--- src/rtl/dmem_port_ctrl_pkg.sv ---
// Shared types and default widths for the data-SRAM port controller.
package dmem_pkg;
  localparam int DMEM_ADDR_W     = 16;
  localparam int DMEM_DATA_W     = 16;
  localparam int DMEM_WBUF_DEPTH = 2;

  typedef enum logic [1:0] {
    P_IDLE  = 2'd0,
    P_READ  = 2'd1,
    P_WRITE = 2'd2
  } port_state_e;

  typedef enum logic [1:0] {
    FWD_SRAM  = 2'd0,
    FWD_STORE = 2'd1,
    FWD_BUF   = 2'd2
  } fwd_src_e;
endpackage

--- src/rtl/dmem_port_ctrl_if.sv ---
// CPU-side handshake bundle: stage-3 operand reads and stage-5 stores.
interface dmem_cpu_if #(
  parameter int AW = dmem_pkg::DMEM_ADDR_W,
  parameter int DW = dmem_pkg::DMEM_DATA_W
);
  logic          rd_req;
  logic [AW-1:0] rd_addr;
  logic          rd_ready;
  logic          rd_valid;
  logic [DW-1:0] rd_data;
  logic          wr_req;
  logic [AW-1:0] wr_addr;
  logic [DW-1:0] wr_data;
  logic          wr_ready;
  logic          wbuf_empty;

  modport master (
    output rd_req, rd_addr, wr_req, wr_addr, wr_data,
    input  rd_ready, rd_valid, rd_data, wr_ready, wbuf_empty
  );

  modport slave (
    input  rd_req, rd_addr, wr_req, wr_addr, wr_data,
    output rd_ready, rd_valid, rd_data, wr_ready, wbuf_empty
  );
endinterface

--- src/rtl/dmem_port_ctrl_wbuf.sv ---
// Store FIFO with youngest-first address match for read forwarding.
module dmem_wbuf
  import dmem_pkg::*;
#(
  parameter  int AW    = DMEM_ADDR_W,
  parameter  int DW    = DMEM_DATA_W,
  parameter  int DEPTH = DMEM_WBUF_DEPTH,
  localparam int PW    = $clog2(DEPTH),
  localparam int CW    = $clog2(DEPTH + 1)
) (
  input  logic          clk,
  input  logic          reset,
  input  logic          push,
  input  logic [AW-1:0] push_addr,
  input  logic [DW-1:0] push_data,
  input  logic          pop,
  input  logic [AW-1:0] rd_addr,
  output logic          hit,
  output logic [DW-1:0] hit_data,
  output logic [AW-1:0] head_addr,
  output logic [DW-1:0] head_data,
  output logic [CW-1:0] count
);
  logic [DEPTH-1:0][AW-1:0] addr_q;
  logic [DEPTH-1:0][DW-1:0] data_q;
  logic [PW-1:0]            wr_ptr_q, rd_ptr_q, idx;
  logic [CW-1:0]            count_q;
  logic                     bypass, wr_en;
  fwd_src_e                 src;
  logic [DW-1:0]            buf_data;

  // An empty buffer hands a same-cycle store straight to the port.
  assign bypass    = (count_q == '0);
  assign wr_en     = push & ~(pop & bypass);
  assign head_addr = bypass ? push_addr : addr_q[rd_ptr_q];
  assign head_data = bypass ? push_data : data_q[rd_ptr_q];
  assign count     = count_q;

  // Scan oldest to youngest so the last match wins; the incoming store beats all.
  always_comb begin
    src      = FWD_SRAM;
    buf_data = '0;
    idx      = rd_ptr_q;
    for (int i = 0; i < DEPTH; i++) begin
      idx = rd_ptr_q + PW'(i);
      if ((CW'(i) < count_q) && (addr_q[idx] == rd_addr)) begin
        src      = FWD_BUF;
        buf_data = data_q[idx];
      end
    end
    if (push && (push_addr == rd_addr)) src = FWD_STORE;
  end

  assign hit      = (src != FWD_SRAM);
  assign hit_data = (src == FWD_STORE) ? push_data : buf_data;

  always_ff @(posedge clk) begin
    if (wr_en) begin
      addr_q[wr_ptr_q] <= push_addr;
      data_q[wr_ptr_q] <= push_data;
    end
  end

  always_ff @(posedge clk) begin
    if (reset) begin
      wr_ptr_q <= '0;
      rd_ptr_q <= '0;
      count_q  <= '0;
    end else begin
      if (wr_en)          wr_ptr_q <= wr_ptr_q + 1'b1;
      if (pop && !bypass) rd_ptr_q <= rd_ptr_q + 1'b1;
      count_q <= count_q + CW'(push) - CW'(pop);
    end
  end
endmodule

--- src/rtl/dmem_port_ctrl.sv ---
// Single-port data-SRAM controller: read/store arbitration, write buffer, fixed 2-cycle reads.
module dmem_port_ctrl
  import dmem_pkg::*;
#(
  parameter int ADDR_WIDTH = DMEM_ADDR_W,
  parameter int DATA_WIDTH = DMEM_DATA_W,
  parameter int WBUF_DEPTH = DMEM_WBUF_DEPTH
) (
  input  logic                  clk,
  input  logic                  reset,
  dmem_cpu_if.slave             cpu,
  output logic [ADDR_WIDTH-1:0] addr_1,
  input  logic [DATA_WIDTH-1:0] data_in,
  output logic [DATA_WIDTH-1:0] data_out,
  output logic                  we_n
);
  localparam int CW = $clog2(WBUF_DEPTH + 1);

  logic [CW-1:0]         count;
  logic                  full, wr_acc, rd_acc, rd_miss, pop, hit;
  logic [DATA_WIDTH-1:0] hit_data, head_data;
  logic [ADDR_WIDTH-1:0] head_addr;
  port_state_e           state_q, state_d;
  logic [1:0]            vld_pipe_q;
  logic                  hit_pipe_q, we_n_q;
  logic [DATA_WIDTH-1:0] fwd_q, rd_data_q, data_out_q;
  logic [ADDR_WIDTH-1:0] addr_1_q;

  assign full     = (count == CW'(WBUF_DEPTH));
  assign wr_acc   = cpu.wr_req & ~full;
  assign rd_acc   = cpu.rd_req & (hit | ~full);
  assign rd_miss  = rd_acc & ~hit;

  assign cpu.wr_ready   = ~full;
  assign cpu.rd_ready   = hit | ~full;
  assign cpu.rd_valid   = vld_pipe_q[1];
  assign cpu.rd_data    = rd_data_q;
  assign cpu.wbuf_empty = (count == '0) & (state_q != P_WRITE);

  // A miss read owns the port; otherwise any pending store drains.
  always_comb begin
    state_d = P_IDLE;
    if (rd_miss)                       state_d = P_READ;
    else if ((count != '0) || wr_acc)  state_d = P_WRITE;
  end

  assign pop = (state_d == P_WRITE);

  dmem_wbuf #(
    .AW    (ADDR_WIDTH),
    .DW    (DATA_WIDTH),
    .DEPTH (WBUF_DEPTH)
  ) u_wbuf (
    .clk       (clk),
    .reset     (reset),
    .push      (wr_acc),
    .push_addr (cpu.wr_addr),
    .push_data (cpu.wr_data),
    .pop       (pop),
    .rd_addr   (cpu.rd_addr),
    .hit       (hit),
    .hit_data  (hit_data),
    .head_addr (head_addr),
    .head_data (head_data),
    .count     (count)
  );

  always_ff @(posedge clk) begin
    if (reset) begin
      state_q    <= P_IDLE;
      we_n_q     <= 1'b1;
      addr_1_q   <= '0;
      data_out_q <= '0;
      vld_pipe_q <= '0;
      hit_pipe_q <= 1'b0;
      fwd_q      <= '0;
      rd_data_q  <= '0;
    end else begin
      state_q <= state_d;
      we_n_q  <= (state_d != P_WRITE);
      if (state_d == P_READ) begin
        addr_1_q <= cpu.rd_addr;
      end else if (state_d == P_WRITE) begin
        addr_1_q   <= head_addr;
        data_out_q <= head_data;
      end
      vld_pipe_q <= {vld_pipe_q[0], rd_acc};
      hit_pipe_q <= hit;
      fwd_q      <= hit_data;
      // Hits and misses both land in the second response stage.
      if (vld_pipe_q[0]) rd_data_q <= hit_pipe_q ? fwd_q : data_in;
    end
  end

  assign addr_1   = addr_1_q;
  assign data_out = data_out_q;
  assign we_n     = we_n_q;
endmodule

--- src/flat_wrapper.sv ---
// flat-port wrapper written by rule: the top's interface ports become plain ports
module dmem_port_ctrl_flat import dmem_pkg::*;
#(
  parameter int ADDR_WIDTH = DMEM_ADDR_W,
  parameter int DATA_WIDTH = DMEM_DATA_W,
  parameter int WBUF_DEPTH = DMEM_WBUF_DEPTH
)
  (clk, reset, addr_1, data_in, data_out, we_n, cpu_rd_req, cpu_rd_addr, cpu_wr_req, cpu_wr_addr, cpu_wr_data, cpu_rd_ready, cpu_rd_valid, cpu_rd_data, cpu_wr_ready, cpu_wbuf_empty);
  dmem_cpu_if #(.AW(16), .DW(16)) cpu_i ();
  input  logic clk;
  input  logic reset;
  output logic [ADDR_WIDTH-1:0] addr_1;
  input  logic [DATA_WIDTH-1:0] data_in;
  output logic [DATA_WIDTH-1:0] data_out;
  output logic we_n;
  input wire logic [$bits(cpu_i.rd_req)-1:0] cpu_rd_req;
  input wire logic [$bits(cpu_i.rd_addr)-1:0] cpu_rd_addr;
  input wire logic [$bits(cpu_i.wr_req)-1:0] cpu_wr_req;
  input wire logic [$bits(cpu_i.wr_addr)-1:0] cpu_wr_addr;
  input wire logic [$bits(cpu_i.wr_data)-1:0] cpu_wr_data;
  output wire logic [$bits(cpu_i.rd_ready)-1:0] cpu_rd_ready;
  output wire logic [$bits(cpu_i.rd_valid)-1:0] cpu_rd_valid;
  output wire logic [$bits(cpu_i.rd_data)-1:0] cpu_rd_data;
  output wire logic [$bits(cpu_i.wr_ready)-1:0] cpu_wr_ready;
  output wire logic [$bits(cpu_i.wbuf_empty)-1:0] cpu_wbuf_empty;
  assign cpu_i.rd_req = cpu_rd_req;
  assign cpu_i.rd_addr = cpu_rd_addr;
  assign cpu_i.wr_req = cpu_wr_req;
  assign cpu_i.wr_addr = cpu_wr_addr;
  assign cpu_i.wr_data = cpu_wr_data;
  assign cpu_rd_ready = cpu_i.rd_ready;
  assign cpu_rd_valid = cpu_i.rd_valid;
  assign cpu_rd_data = cpu_i.rd_data;
  assign cpu_wr_ready = cpu_i.wr_ready;
  assign cpu_wbuf_empty = cpu_i.wbuf_empty;
  dmem_port_ctrl #(.ADDR_WIDTH(ADDR_WIDTH), .DATA_WIDTH(DATA_WIDTH), .WBUF_DEPTH(WBUF_DEPTH)) u_core (.clk(clk), .reset(reset), .cpu(cpu_i), .addr_1(addr_1), .data_in(data_in), .data_out(data_out), .we_n(we_n));
endmodule
--- config.mk ---
export PLATFORM = sky130hd
export DESIGN_NAME = dmem_port_ctrl_flat
export DESIGN_NICKNAME = d
export VERILOG_FILES = /design/src/rtl/dmem_port_ctrl_pkg.sv /design/src/rtl/dmem_port_ctrl_if.sv /design/src/rtl/dmem_port_ctrl_wbuf.sv /design/src/rtl/dmem_port_ctrl.sv /design/src/flat_wrapper.sv
export SDC_FILE = /design/constraint.sdc
export NUM_CORES = 1
export LEC_CHECK = 0
export ABC_CLOCK_PERIOD_IN_PS = 4650
export CAP_MARGIN = 20
export CELL_PAD_IN_SITES_DETAIL_PLACEMENT = 1
export CELL_PAD_IN_SITES_GLOBAL_PLACEMENT = 2
export CORE_MARGIN = 2
export CORE_UTILIZATION = 34
export CTS_CLUSTER_SIZE = 16
export DETAILED_ROUTE_END_ITERATION = 6
export PLACE_DENSITY_LB_ADDON = 0.2
export SYNTH_ARGS = -nofsm -noshare
export SYNTH_HDL_FRONTEND = slang
export SYNTH_SLANG_ARGS = --single-unit
--- constraint.sdc ---
create_clock -name clk -period 4.65 [get_ports clk]
set_clock_uncertainty 0.2 [all_clocks]
set_input_delay 0.465 -clock clk [delete_from_list [all_inputs] [get_ports clk]]
set_output_delay 0.465 -clock clk [all_outputs]
set_load 0.05 [all_outputs]
**Yosys cells after proc, flatten, opt, wreduce, memory -nomap -nowiden**

Cells that the tools add are included.
Widths: inputs -> output; s select.

- Input port bits: 68
- Flip-flop bits (word level): 138
- Output and inout bits: 53

- Eq/ne operators: 9
- $lt $le $gt $ge: 6
- Bitwise logic cells: 11
- Mux-type cells: 25
- Add/sub/neg operators: 4
- Reduce and logical (&&, ||, !) cells: 12

Operators with widths:

| operator | count |
|---|---|
| $mux 16 | 17 |
| $bwmux 32 | 2 |
| $eq 16x16->1 | 3 |
| $demux 16 s1 | 1 |
| $mux 2 | 5 |
| $and 1x1->1 | 6 |
| $lt 1x2->1 const B | 3 |
| $reduce_bool 2->1 | 3 |
| $logic_and 1x1->1 | 5 |
| $eq 2x1->1 const B | 2 |
| $eq 2x2->1 const B | 2 |
| $lt 1x2->1 const A | 2 |
| $ne 2x2->1 const B | 2 |
| $not 1->1 | 4 |
| $add 1x1->1 const B | 2 |
| $add 2x1->2 | 1 |
| $logic_not 2->1 | 1 |
| $reduce_and 2->1 | 1 |
| $sub 2x1->2 | 1 |
| $ge 1x1->1 const B | 1 |
| $logic_not 1->1 | 1 |
| $logic_or 1x1->1 | 1 |
| $or 1x1->1 | 1 |

**Depth between registers and ports, before layout**

- Depth in word-level cells: 16
- Depth in mapped cells: 18
- Gate-level depth less buffers: 14

**Modules after synthesis**

A second synthesis with hierarchy kept.

- Cell total of the unflattened synthesis: 660
- Area, all modules: 7003.0 µm²

By module, submodules not included:

| module | area each (µm²) | times used | cells each | seq. area each (µm²) |
|---|---|---|---|---|
| dmem_wbuf | 4100.2 | 1 | 369 | 2001.9 |
| dmem_port_ctrl | 2902.8 | 1 | 291 | 1401.3 |

**Worst setup path before layout**

OpenSTA, ideal clock, no wires.

- Path kind: register -> register
- Start point: register u_core.u_wbuf.rd_ptr_q
- End point: register u_core.u_wbuf.addr_q[0] (netlist bit), enable pin
- Stages on the path, launching flop included: 10
- Setup time: 421 ps
- Slack: 955 ps
- Required time: 4029 ps
- Arrival: 3074 ps
- Period minus slack after synthesis: 3695 ps
- Cell sequence: dfxtp_1 buf_6 buf_2 mux2i_1 xnor2_1 nor4_1 nand4_1 nand2_2 o31a_1 nor2_1

- Word-level cells in the longest chain between the ends: 16

RTL lines:

| element | RTL line | text |
|---|---|---|
| start: declaration | dmem_port_ctrl_wbuf.sv:26 | `logic [PW-1:0] wr_ptr_q, rd_ptr_q, idx;` |
| start signal: assignment | dmem_port_ctrl_wbuf.sv:71 | `if (pop && !bypass) rd_ptr_q <= rd_ptr_q + 1'b1;` |
| $add 1x1->1 or $mux 16 (tied branches) | dmem_port_ctrl_wbuf.sv:45, dmem_port_ctrl_wbuf.sv:46 |  |
| $mux 16 (not written as such) | dmem_port_ctrl_wbuf.sv:46 | `if ((CW'(i) < count_q) && (addr_q[idx] == rd_addr)) begin` |
| $mux 16 (not written as such) or $eq 16x16->1 (tied branches) | dmem_port_ctrl_wbuf.sv:46 |  |
| $eq 16x16->1 or $logic_and 1x1->1 (tied branches) | dmem_port_ctrl_wbuf.sv:46 |  |
| $logic_and 1x1->1 or $mux 2 (tied branches) | dmem_port_ctrl_wbuf.sv:46 |  |
| $mux 2 * | dmem_port_ctrl_wbuf.sv:46 |  |
| $mux 2 * | dmem_port_ctrl_wbuf.sv:51 | `if (push && (push_addr == rd_addr)) src = FWD_STORE;` |
| $reduce_bool 2->1 * | dmem_port_ctrl_wbuf.sv:54 | `assign hit = (src != FWD_SRAM);` |
| $or 1x1->1 | dmem_port_ctrl.sv:31 | `assign rd_acc = cpu.rd_req & (hit \| ~full);` |
| $and 1x1->1 | dmem_port_ctrl.sv:31 |  |
| $and 1x1->1 * | dmem_port_ctrl.sv:32 | `assign rd_miss = rd_acc & ~hit;` |
| $mux 2 * | dmem_port_ctrl.sv:43 | `if (rd_miss) state_d = P_READ;` |
| $eq 2x2->1 * | dmem_port_ctrl.sv:47 | `assign pop = (state_d == P_WRITE);` |
| $and 1x1->1 * | dmem_port_ctrl_wbuf.sv:34 | `assign wr_en = push & ~(pop & bypass);` |
| $not 1->1 * | dmem_port_ctrl_wbuf.sv:34 |  |
| $and 1x1->1 * | dmem_port_ctrl_wbuf.sv:34 |  |
| end signal: indexed assignment | dmem_port_ctrl_wbuf.sv:59 | `addr_q[wr_ptr_q] <= push_addr;` |
| end: declaration | dmem_port_ctrl_wbuf.sv:24 | `logic [DEPTH-1:0][AW-1:0] addr_q;` |

Every way passes the cells marked *; elsewhere a longest branch is shown, timed or not. The select of a mux whose other input is x is not followed.
A chain may end at the register's enable or synchronous reset.

**Worst setup path after layout**

- Start point: register u_core.u_wbuf.count_q[1], in the netlist u_core.u_wbuf.count[1]
- End point: output port cpu_rd_ready

- Word-level cells in the longest chain between the ends: 7

RTL lines:

| element | RTL line | text |
|---|---|---|
| start: declaration | dmem_port_ctrl_wbuf.sv:27 | `logic [CW-1:0] count_q;` |
| start signal: assignment | dmem_port_ctrl_wbuf.sv:72 | `count_q <= count_q + CW'(push) - CW'(pop);` |
| $lt 1x2->1 or $eq 2x2->1 (tied branches) | dmem_port_ctrl_wbuf.sv:46, dmem_port_ctrl.sv:29 |  |
| $logic_and 1x1->1 or $not 1->1 (tied branches) | dmem_port_ctrl_wbuf.sv:46, dmem_port_ctrl.sv:30, dmem_port_ctrl.sv:35 |  |
| $mux 2 or $and 1x1->1 (tied branches) | dmem_port_ctrl_wbuf.sv:46, dmem_port_ctrl.sv:30 |  |
| $mux 2 or $logic_and 1x1->1 (tied branches) | dmem_port_ctrl_wbuf.sv:46, dmem_port_ctrl_wbuf.sv:51 |  |
| $mux 2 | dmem_port_ctrl_wbuf.sv:51 |  |
| $reduce_bool 2->1 | dmem_port_ctrl_wbuf.sv:54 |  |
| $or 1x1->1 * | dmem_port_ctrl.sv:35 | `assign cpu.rd_ready = hit \| ~full;` |
| end: declaration | flat_wrapper.sv:21 | `output wire logic [$bits(cpu_i.rd_ready)-1:0] cpu_rd_ready;` |

Every way passes the cells marked *; elsewhere a longest branch is shown, timed or not.

==> metrics.md <==
| Metric | Value |
|---|---|
| Status | complete, no violations |
| CP Class | flip-flop to output port |
| Total gr overflow | 0 |
| Ranking of synthesized cells by area | edfxtp_1 28%, dfxtp_1 22%, mux2i_1 11%, xnor2_1 5.7%, a211oi_1 5.0% |
| Hold endpoint | u_core.data_out[1] |
| Post-route ant nets | 0 |
| Hold WC Path Type | flip-flop to flip-flop |
| Most frequent cells after synthesis | 74 x dfxtp_1, 74 x mux2i_1, 64 x edfxtp_1, 48 x nor2_1, 45 x a211oi_1 |
| Max_cap viols | 0 |
| Sw frac | between 30% and 40% |
| Resize count post-CTS | 0 |
| CTS buffer count | 17 |
| Crit-path max FO | 27 |
| CP endpoint kind | output port |
| Area leader, netlist | edfxtp_1 |
| Slew @ Worst Pin | 913 ps |
| Clock root cell | clkbuf_16 |
| R2r endpoint | u_core.u_wbuf.count[1] |
| CORE AREA | 19500 um^2 |
| M1 WL | around 8.4 mm |
| Max VDD drop | approximately 340 uV |
| Pwr Total | roughly 5.1 mW |
| Setup crit start kind | flip-flop |
| Clk_lat worst skew | between 400 and 500 ps |
| Crit path time final | 4070 ps |
| Die ar. | 21100 um^2 |
| Internal | 3.07 mW |
| GRT Total Usage | 18.6% |
| Area delta synth->final | 30.0% |
| Number of post-CTS setup repair buffers | 0 |
| WHS | ~260 ps |
| Yosys top cell area share | 28.3% |
| Routed WL per cell | between 15 and 20 um |
| Initial core utilization | 34.7% |
| Cell area power density | 579 nW/um^2 |
| Ys async rst share | 0% |
| Crit path from | u_core.u_wbuf.count[1] |
| Die height | 145 um |
| Routed length on met3 | 675 um |
| Yosys warns | 0 |
| Critical Path RT | 3980 ps |
| Die width | between 100 and 150 um |
| Top layer in use | met4 |
| Fin crit share | 87.6% |
| Slew margin rel. | 39.1% |
| Post-synthesis sequential area ratio | 50.2% |
| Max Fclk | 245 MHz |
| Synth cell types | 50 |
| Hold Buf Count CTS | 0 |
| Layout cells sized above 1 | 9.04% |
| Nets@finish | 809 |
| Worst R2R Path Depth | 14 |
| Starting DRT DRC Count | 197 |
| Slew Viols, Final | 0 |
| CP peak stage delay | 810 ps |
| Synthesized Nets | 700 |
| Flop2flop setup slack | 1100 ps |
| Vias per cell | ~5 |
| CTS sink count | 138 |
| CTS tree | built |
| Ant. Diodes | 0 |
| Syn_area_per_cell | 10.8 um^2 |
| 1st-pass router iterations | 4 |
| Leak Pwr | about 3.1 nW |
| Ys flop type | dfxtp_1 |
| Std cell rows | 51 |
| Buffers on Ports | 120 |
| Yosys reg bits | approximately 140 |
| Initial antenna violation count | 0 |
| First-pass GRT wire length | 30.7 mm |
| Arr. time, crit path | between 3000 and 4000 ps |
| Seq pwr share | 32.0% |
| Hold Fails Final Rpt | 0 |
| Unrepaired setup endpoints after global routing | false |
| Min-delay src | u_core.data_out[1] |
| Routed vias | a little over 5k |
| Fin Setup TNS | 0 ps |
| Total I/O pin count | 121 |
| DR WL met2 | around 10 mm |
| Ordered cell list for the critical path | or2_2, nand3b_1, a2111oi_1, nand4_1, nand2_2, or3_1, clkdlybuf4s50_1 |
| Deepest clock path buffer count | 2 |
| Gate Count Post-Synth | 630 |
| Dpl hpwl | 13.2 mm |
| DRC | 0 |
| Final setup vio count | 0 |
| Final Wtd Congestion | 0.897 |
| Hold Crit Depth | 2 |
| Clk pwr share | 25.6% |
| Post-synth EDFFs | 64 |
| Aggregate routed wire length | just under 20 mm |
| CP max-delay cell | clkdlybuf4s50_1 |
| Cell area after synthesis | approximately 6800 um^2 |
| Pin count of the biggest net entering global routing | 59 |
| Number of global-route vias before repair | ~5.6k |
| H-tree depth | 4 |
| Net Switching | 2.03 mW |
| CTS clock-pin slew for the worst setup and hold paths | 70 ps |
| Logic gate share of total power | 42.4% |
| R2R Path Start | u_core.u_wbuf.count[1] |
registers in the layout, indices dropped and copies added (netlist names):
name                    count
u_core.u_wbuf.addr_q       32
u_core.u_wbuf.data_q       32
u_core.addr_1              16
u_core.cpu.rd_data         16
u_core.data_out            16
u_core.fwd_q               16
u_core.state_q              2
u_core.u_wbuf.count         2
u_core.vld_pipe_q           2
u_core.hit_pipe_q           1
u_core.u_wbuf.rd_ptr_q      1
u_core.u_wbuf.wr_ptr_q      1
u_core.we_n                 1
power by group through the flow:
| stage | sequential (mW) | clock [mW] | combinational, mW |
|---|---|---|---|
| finish | 1.63 | 1.31 | 2.16 |
| CTS | 1.64 | 1.34 | 2.18 |
| global route | 1.66 | 1.39 | 2.33 |
| floorplan | 2.00 | 0 | 1.18 |
| detailed placement | 1.67 | 0 | 2.17 |
| global placement | 1.65 | 0 | 2.13 |
critical path, delay by kind of cell, from the launching register on:
kind / cells / cell delay [ps]
AOI/OAI and AO/OA: 1 / 460
buffers and inverters: 1 / 810
DFF: 1 / 480
and+or+nand+nor: 5 / 1230
placed cells by master, fill, tap and decap left out, drive strengths merged, types with 3 or more instances in the layout:
| cell type | Yosys | routed |
|---|---|---|
| a211o | 18 | 18 |
| a211oi | 54 | 54 |
| a21oi | 33 | 33 |
| and2 | 3 | 3 |
| and3b | 3 | 3 |
| buf | 12 | 15 |
| clkbuf | 31 | 19 |
| clkdlybuf4s50 | 0 | 118 |
| clkinv | 1 | 6 |
| dfxtp | 74 | 74 |
| edfxtp | 64 | 64 |
| inv | 23 | 31 |
| mux2i | 75 | 75 |
| nand2 | 37 | 37 |
| nand3b | 5 | 5 |
| nand4 | 8 | 8 |
| nor2 | 48 | 48 |
| nor2b | 19 | 19 |
| nor3 | 3 | 3 |
| nor3b | 18 | 18 |
| nor4 | 14 | 14 |
| o21ai | 9 | 9 |
| xnor2 | 45 | 45 |
| xor2 | 8 | 8 |
routing by layer:
layer | global-route usage [%] | vias to the layer above
met5 | 0 | -
met4 | 4.51 | 0
met3 | 4.43 | 16
met2 | 33.8 | 107
met1 | 22.1 | 2550
li1 | - | 2506
metrics by stage:
stage               util, %  cells  worst slack (ps)  instance area [um^2]
floorplan                 -    630               955                  6780
global placement       42.1    984               658                  8220
detailed placement     42.1    984               648                  8220
CTS                    45.0   1016               551                  8790
global route           45.1   1017               259                  8810
finish                 45.1   1017               576                  8810
logic make-up (layout without fill, tap and decap cells):
kind of cell | Yosys count | count (layout) | share of synthesized area [%]
AOI/OAI and AO/OA | 125 | 125 | 13.5
xor gates and xnor gates | 53 | 53 | 6.96
adders and majority gates | 2 | 2 | 0.369
buffers and inverters | 67 | 189 | 4.41
DFF | 138 | 138 | 50.2
muxes | 75 | 75 | 11.1
and+or+nand+nor | 170 | 170 | 13.5
how the worst max path moves through the flow:
| stage | end | slack (ps) | cells past startpoint |
|---|---|---|---|
| 6_report | cpu_rd_ready | 580 | 7 |
| 5_1_grt | cpu_rd_ready | 260 | 7 |
| 4_1_cts | cpu_rd_ready | 550 | 8 |
| 3_5_place_dp | cpu_rd_ready | 650 | 8 |
| 3_3_place_gp | cpu_rd_ready | 660 | 8 |
| 2_1_floorplan | u_core.u_wbuf.addr_q[0] | 960 | 9 |
cell type report:
type                            instances  area, um^2
Clock buffer                           19         464
Clock inverter                         13         104
Fill cell                            2140       10700
Inverter                               24        90.1
Multi-Input combinational cell        425        3100
Sequential cell                       138        3400
Tap cell                              265         332
Timing Repair Buffer                  133        1320
Power figures use the tool's default switching activity.
